## config.mk

```make
export PLATFORM = sky130hd
export DESIGN_NAME = seq_detect_prog
export DESIGN_NICKNAME = d
export VERILOG_FILES = /design/src/rtl/seq_detect_prog_pkg.sv /design/src/rtl/sat_counter.sv /design/src/rtl/seq_detect_prog.sv
export SDC_FILE = /design/constraint.sdc
export NUM_CORES = 1
export LEC_CHECK = 0
export BUFFER_PORTS_ARGS = -buffer_cell sky130_fd_sc_hd__buf_2
export CORE_MARGIN = 8
export CORE_UTILIZATION = 39
export CTS_BUF_LIST = sky130_fd_sc_hd__clkbuf_8 sky130_fd_sc_hd__clkbuf_16
export DETAILED_ROUTE_END_ITERATION = 10
export PLACE_DENSITY = 0.72
export SYNTH_ARGS = -nofsm -noshare
export SYNTH_HDL_FRONTEND = slang
export SYNTH_SLANG_ARGS = --single-unit
```

## constraint.sdc

```tcl
create_clock -name clk -period 1.9 [get_ports clk]
set_input_delay 0.57 -clock clk [delete_from_list [all_inputs] [get_ports clk]]
set_output_delay 0.57 -clock clk [all_outputs]
set_load 0.1 [all_outputs]
```

## src/rtl/seq_detect_prog_pkg.sv

```systemverilog
// Shared definitions for the programmable serial pattern detector:
// FSM state encoding and the cfg_len width derivation.
package seq_detect_prog_pkg;

  localparam logic [1:0] ST_IDLE_ENC = 2'd0;
  localparam logic [1:0] ST_FILL_ENC = 2'd1;
  localparam logic [1:0] ST_HUNT_ENC = 2'd2;

  typedef enum logic [1:0] {
    ST_IDLE = ST_IDLE_ENC,
    ST_FILL = ST_FILL_ENC,
    ST_HUNT = ST_HUNT_ENC
  } state_t;

  // Bits needed to hold a length in 0..max_len.
  function automatic int calc_len_w(input int max_len);
    return $clog2(max_len + 1);
  endfunction

endpackage

```

## src/rtl/sat_counter.sv

```systemverilog
// Saturating up-counter with synchronous clear; clear has priority over increment.
module sat_counter #(
  parameter int CNT_W = 16
) (
  input  logic             clk,
  input  logic             rst,
  input  logic             i_inc,
  input  logic             i_clr,
  output logic [CNT_W-1:0] o_cnt
);

  logic [CNT_W-1:0] r_cnt;

  // NOTE: sequential state is written with non-blocking assignments only, so every
  // flop samples pre-edge values regardless of block ordering.
  always_ff @(posedge clk or posedge rst) begin
    if (rst) begin
      r_cnt <= '0;
    end else if (i_clr) begin
      r_cnt <= '0;
    end else if (i_inc && (r_cnt != '1)) begin
      r_cnt <= r_cnt + CNT_W'(1);
    end
  end

  assign o_cnt = r_cnt;

endmodule

```

## src/rtl/seq_detect_prog.sv

```systemverilog
// Runtime-programmable serial bit-pattern detector: Mealy match output,
// overlap/non-overlap modes and a saturating match counter.
module seq_detect_prog
  import seq_detect_prog_pkg::*;
#(
  parameter int  MAX_LEN = 8,
  parameter int  CNT_W   = 16,
  localparam int LEN_W   = calc_len_w(MAX_LEN)
) (
  input  logic               clk,
  input  logic               rst,
  input  logic               cfg_load,
  input  logic [MAX_LEN-1:0] cfg_pattern,
  input  logic [LEN_W-1:0]   cfg_len,
  input  logic               cfg_overlap,
  input  logic               x_valid,
  input  logic               x,
  input  logic               cnt_clr,
  output logic               armed,
  output logic               match,
  output logic [CNT_W-1:0]   match_cnt
);

  localparam int               HIST_W    = (MAX_LEN > 1) ? MAX_LEN - 1 : 1;
  localparam logic [LEN_W-1:0] MAX_LEN_L = LEN_W'(MAX_LEN);
  localparam logic [LEN_W-1:0] ONE_L     = LEN_W'(1);

  state_t             r_state;
  logic [HIST_W-1:0]  r_hist;
  logic [LEN_W-1:0]   r_fill;
  logic [LEN_W-1:0]   r_len;
  logic [MAX_LEN-1:0] r_pattern;
  logic               r_overlap;

  logic [HIST_W:0]    w_window;
  logic [MAX_LEN-1:0] w_mask;
  logic [LEN_W-1:0]   w_fill_inc;
  logic [LEN_W-1:0]   w_len_m1;
  logic               w_cfg_legal;
  logic               w_hit;

  // Newest bit sits at the LSB, so the last len bits line up with pattern[len-1:0].
  assign w_window    = {r_hist, x};
  assign w_fill_inc  = r_fill + ONE_L;
  assign w_len_m1    = r_len - ONE_L;
  assign w_cfg_legal = (cfg_len != '0) && (cfg_len <= MAX_LEN_L);

  // NOTE: the default assignment before the loop guarantees no latch is inferred.
  always_comb begin
    w_mask = '0;
    for (int i = 0; i < MAX_LEN; i++) begin
      w_mask[i] = (i < int'(r_len));
    end
  end

  assign w_hit = (((w_window[MAX_LEN-1:0] ^ r_pattern) & w_mask) == '0);
  assign match = (r_state == ST_HUNT) && x_valid && !cfg_load && w_hit;
  assign armed = (r_state != ST_IDLE);

  always_ff @(posedge clk or posedge rst) begin
    if (rst) begin
      r_state   <= ST_IDLE;
      r_hist    <= '0;
      r_fill    <= '0;
      r_len     <= '0;
      r_pattern <= '0;
      r_overlap <= 1'b0;
    end else if (cfg_load) begin
      // An illegal length disarms but keeps the previously stored config.
      if (w_cfg_legal) begin
        r_pattern <= cfg_pattern;
        r_len     <= cfg_len;
        r_overlap <= cfg_overlap;
        r_hist    <= '0;
        r_fill    <= '0;
        r_state   <= (cfg_len == ONE_L) ? ST_HUNT : ST_FILL;
      end else begin
        r_state <= ST_IDLE;
      end
    end else if (x_valid) begin
      case (r_state)
        ST_FILL: begin
          r_hist <= w_window[HIST_W-1:0];
          r_fill <= w_fill_inc;
          if (w_fill_inc >= w_len_m1) begin
            r_state <= ST_HUNT;
          end
        end
        ST_HUNT: begin
          if (match && !r_overlap) begin
            r_hist  <= '0;
            r_fill  <= '0;
            r_state <= (r_len == ONE_L) ? ST_HUNT : ST_FILL;
          end else begin
            r_hist <= w_window[HIST_W-1:0];
          end
        end
        default: ;
      endcase
    end
  end

  sat_counter #(
    .CNT_W(CNT_W)
  ) u_match_cnt (
    .clk  (clk),
    .rst  (rst),
    .i_inc(match),
    .i_clr(cnt_clr),
    .o_cnt(match_cnt)
  );

endmodule

```

Yosys cells after proc, flatten, opt, wreduce, memory -nomap -nowiden
Cells that the tools add are included.
Widths: inputs -> output; s select.

cells by class
  $add $sub $neg = 3
  magnitude comparators = 10
  equality and inequality tests = 8
  multiplexer cells = 20
  bitwise gates (word level) = 2
  reductions and logical operators = 18

operators by type and width
  cell                   number
  $mux 16                2
  $mux 7                 4
  $add 16x1->16 const B  1
  $lt 3x4->1 const A     4
  $mux 4                 4
  $ne 16x16->1 const B   1
  $mux 2                 7
  $pmux 7 s2             1
  $and 8x8->8            1
  $eq 4x1->1 const B     2
  $logic_not 8->1        1
  $lt 1x4->1 const A     2
  $lt 2x4->1 const A     2
  $pmux 4 s2             1
  $reduce_and 4->1       2
  $xor 8x8->8            1
  $logic_and 1x1->1      6
  $reduce_bool 2->1      3
  $add 4x1->4 const B    1
  $ge 4x4->1             1
  $le 4x4->1 const B     1
  $pmux 2 s2             1
  $reduce_bool 4->1      1
  $sub 4x1->4 const B    1
  other kinds (9)        10

storage, ports and cells
  flip-flop bits (word level) = 42
  input port bits = 19
  output and inout port bits = 18
  logic and storage cells = 68

Longest topological paths before layout
  depth in word-level cells = 9
  gate-level depth with buffers = 10

Hierarchy
A second synthesis with hierarchy kept.

unflattened totals
  cells, all modules = 257
  area, all modules = 2,467.4 um^2

by module, submodules not included
  module           instances  cells an instance  area each (um^2)
  seq_detect_prog  1          156                1,535.2
  sat_counter      1          101                932.1

Least setup slack after synthesis
OpenSTA, ideal clock, no wires.

  path kind = in2reg
  start point = input port cfg_load
  end point = register r_hist[0]
  setup time = 121 ps
  arrival time = 2,555 ps
  required time = 1,779 ps
  setup slack = -776 ps
  cell stages on the path = 6
  cell sequence = and2b_1 -> o211ai_2 -> a211oi_4 -> and2_1 -> a21oi_1 -> a22o_1

on the way
  cells in the longest elaborated chain, start to end = 8
  elaborated cells on any way between the ends = 12
  classes of those cells = eq/ne (1); mux (4); reduce/logical (7)

ends and longest elaborated chain
  what                            line                   text
  start: declaration              seq_detect_prog.sv:12  input logic cfg_load,
  $logic_not 1->1                 seq_detect_prog.sv:57  assign match = (r_state == ST_HUNT) && x_valid && !cfg_load && w_hit;
  $logic_and 1x1->1 (2 in a row)  seq_detect_prog.sv:57
  via match                       seq_detect_prog.sv:20  output logic match,
  $logic_and 1x1->1               seq_detect_prog.sv:90  if (match && !r_overlap) begin
  $mux 7                          seq_detect_prog.sv:90
  $pmux 7 s2                      seq_detect_prog.sv:81  case (r_state)
  $mux 7                          seq_detect_prog.sv:80  end else if (x_valid) begin
  $mux 7                          seq_detect_prog.sv:68  end else if (cfg_load) begin
  end signal: assignment          seq_detect_prog.sv:83  r_hist <= w_window[HIST_W-1:0];
  end signal: assignment          seq_detect_prog.sv:95  r_hist <= w_window[HIST_W-1:0];
  end: declaration                seq_detect_prog.sv:29  logic [HIST_W-1:0] r_hist;

The timed path passes the listed nets, and every way through them passes these cells. The select of a mux whose other input is x is not followed.
A chain may end at the register's enable or synchronous reset.

Worst setup path in the final report
  start point = register r_len[1]
  end point = output port match

on the way
  cells in the longest elaborated chain, start to end = 4
  elaborated cells on any way between the ends = 11
  classes of those cells = order compare (8); bitwise (1); reduce/logical (2)

ends and longest elaborated chain
  what                                line                   text
  start: declaration                  seq_detect_prog.sv:31  logic [LEN_W-1:0] r_len;
  start signal: assignment            seq_detect_prog.sv:72  r_len <= cfg_len;
  $lt 1x4->1 (tied with other cells)  seq_detect_prog.sv:52  w_mask[i] = (i < int'(r_len));
  $and 8x8->8 (*)                     seq_detect_prog.sv:56  assign w_hit = (((w_window[MAX_LEN-1:0] ^ r_pattern) & w_mask) == '0);
  $logic_not 8->1 (*)                 seq_detect_prog.sv:56
  $logic_and 1x1->1 (*)               seq_detect_prog.sv:57
  end: declaration                    seq_detect_prog.sv:20

Mark *: on every way between the ends. The rest lies on a longest branch, timed or not.

==> results.toml <==
[clock_tree]
clock_latency_ns = 0.30
cts_tree = "built"
hold_buffers = 0
clk_path_buf_depth = 2
cts-buffers-inserted = 5
path_clk_slew_ns = 0.08
cts_sinks = 42
cts-root-buf = "clkbuf_8"
htree_levels = 2

[setup_path]
cp-startpoint = "r_len[1]$_DFFE_PP0P_"
reg2reg_from = "r_len[1]$_DFFE_PP0P_"
crit_path_start_kind = "flop"
r2r_slack_ns = -0.42
cp_max_fo = 2
worst_setup_path_end_kind = "primary output"
worstPathRequired_ns = 1.33
worst-endpoint-arrival_ns = 1.82
crit_type = "reg2out"

[place]
hpwl_mm = 4.01
placed_cells = 370
port_buffers = 36
placed_cell_area_sq_um = 2990
gp_congestion = 0.850

[power]
switchingPower_w = 0.000827
swShare_pct = 31.1
ir_drop_v = 0.000396
pwr-share-comb_pct = 34.3
leakagePower_nw = 1.55
seqPwrFrac_pct = 39.5
p_int_w = 0.00183
p_per_area_nw_per_um2 = 782
p_clk_share_pct = 26.2

[cells_and_area]
area_growth_pct = 43.1
stdcell_area_sq_um = 3400
diodes = 0
fin_util_pct = 57.5
final_common_cell = "buf_4"
nets = 340
layout-drive-gt1-share_pct = 48.6
stdcell_count = 388
most-common-layout-cells = "buf_4, buf_2, dfrtp_1, nor2_1, a21oi_1"

[routing]
num_vias = 2102
drt-pass1-iter-count = 4
drt_iter0_drc = 106
drt-total-wl_mm = 6.14
wl_per_cell_microns = 15.8
drcViolationCount = 0
viasPerCell = 5.42
antenna_left = 0

[hold_path]
min_path_type = "in2async"

[sta]
setup_viol = 23
grt_setup_unrepaired = "true"
skew_ns = 0.00509
maxSlewViolCount = 0
fin_crit_ns = 2.39
max_freq_mhz = 418
maxSlewHeadroom_pct = 64.6
hold_ws_ns = 0.390
fin_tns_setup_ns = -7.08
fin_ws_ns = -0.493
hold_viol_final = 0
tightest_slew_ns = 0.531
fin_crit_sh_pct = 126

[yosys]
synthesis.area_sq_um = 2380
synth_top_area_cell = "dfrtp_1"
synth-seq-cells = 42
synth_area_leaders = "dfrtp_1, mux2_2, ha_1, a21oi_1, xnor2_1"
avgSynthCellArea_sq_um = 10.3
synth_fp_nets = 259
synthCells = 231
ys_warn_count = 0
synth_cell_types = 52
yosysSeqAreaShare_pct = 44.2
synth_top_area_share_pct = 44.2

[global_route]
grt_max_degree = 43
grt.total_usage_pct = 14.8
grt_overflow_total = 0
grt_pass1_vias = 2181
grt_pass1_wl_mm = 10.5
antenna_found_initial = 0

[flow_run]
drv_cap = 0

[floorplan]
initial_core_util_pct = 40.2
die-height_microns = 94.1
core_area_sq_um = 5920
io_pins = 37
die_area_sq_um = 8860
fp.dieW_microns = 94.1
num_rows = 28

[outcome]
violations = "negative setup slack"
outcome = "finished, violations left"
[state kept, by name (all words and copies together), names as in the netlist]
register and count:
r_fill 4, r_hist 7, r_len 4, u_match_cnt.o_cnt 16
r_state 2, r_overlap 1, r_pattern 8
[path summary, 6_finish.rpt]
path | endpoint | cells after the start
max | match | 7
min | u_match_cnt.o_cnt[8]$_DFFE_PP0P_ | 3
max reg2reg | u_match_cnt.o_cnt[11]$_DFFE_PP0P_ | 12
min reg2reg | r_overlap$_DFFE_PP0P_ | 1
max in group asynchronous | u_match_cnt.o_cnt[7]$_DFFE_PP0P_ | 3
min in group clk | r_pattern[5]$_DFFE_PP0P_ | 2
[stage by stage]
step                power, W  setup WS (ns)
CTS                  0.00263         -0.513
detailed placement   0.00178         -0.375
global placement     0.00177         -0.320
finish               0.00266         -0.493
floorplan            0.00153         -0.211
global route         0.00281         -0.566
[cell type report]
class	instances	area, sq um
clock inverter	3	37.5
fill	481	2520
sequential	42	1090
inverter	8	30.0
clock buffer	5	68.8
tap	75	93.8
timing repair buffer	83	639
multi-input combinational	172	1440
[cell usage after synthesis, drive strengths merged]
master	number
nand2b	5
a21oi	18
o31ai	4
a22oi	1
buf	6
mux2i	1
and3	1
o2bb2ai	1
xor2	4
inv	8
xnor2	11
or3	6
and2	3
a21o	8
dfrtp	42
a32o	1
nor4	2
a31oi	1
nand4	4
and3b	1
nor3b	1
or2	1
nor4b	1
ha	9
nor2b	4
a22o	7
mux2	13
a221oi	2
nand4b	1
clkbuf	3
o21ai	9
nand3	9
and2b	2
o22ai	1
o21a	1
a211oi	1
nor2	16
o211ai	2
nand2	12
nor3	4
or4	4
[critical path: stages (launching register included)]
cell and delay (ns):
dfrtp_1 0.40, buf_4 0.15, ha_4 0.16, nor3_4 0.11, o2bb2ai_2 0.10, a211oi_4 0.21, and2_4 0.21, buf_12 0.17
[cell families (layout without fill, tap and decap cells)]
group                      Yosys count  after routing  share of synthesized area [%]
AOI/OAI and AO/OA                   57             57                           16.6
xor gates and xnor gates            15             15                           5.84
adders and majority gates            9              9                           4.73
buffers and inverters               17             99                           3.58
DFF                                 42             42                           44.2
muxes                               14             14                           6.57
and+or+nand+nor                     77             77                           18.6
[timing repair]
action	in CTS	in global routing
setup endpoints to repair	30	31
gates cloned	2	0
setup buffers	8	2
pin swaps	25	14
gates resized for setup	33	9
[power groups by stage]
stage	clock, W	sequential [W]	combinational [W]
after CTS	0.000716	0.00105	0.000864
after detailed placement	0	0.00106	0.000720
after global routing	0.000750	0.00106	0.000997
after floorplan	0	0.00105	0.000473
final	0.000698	0.00105	0.000913
after global placement	0	0.00106	0.000707
[layer usage]
metal	GRT usage (%)	vias up	part of all wire [%]
met5	0	-	0
met4	6.87	0	2.8
met3	3.28	13	3.7
met2	25.1	42	52
met1	17.4	1047	42
li1	-	1000	-
Note: power is estimated with default switching activity, not from simulation.
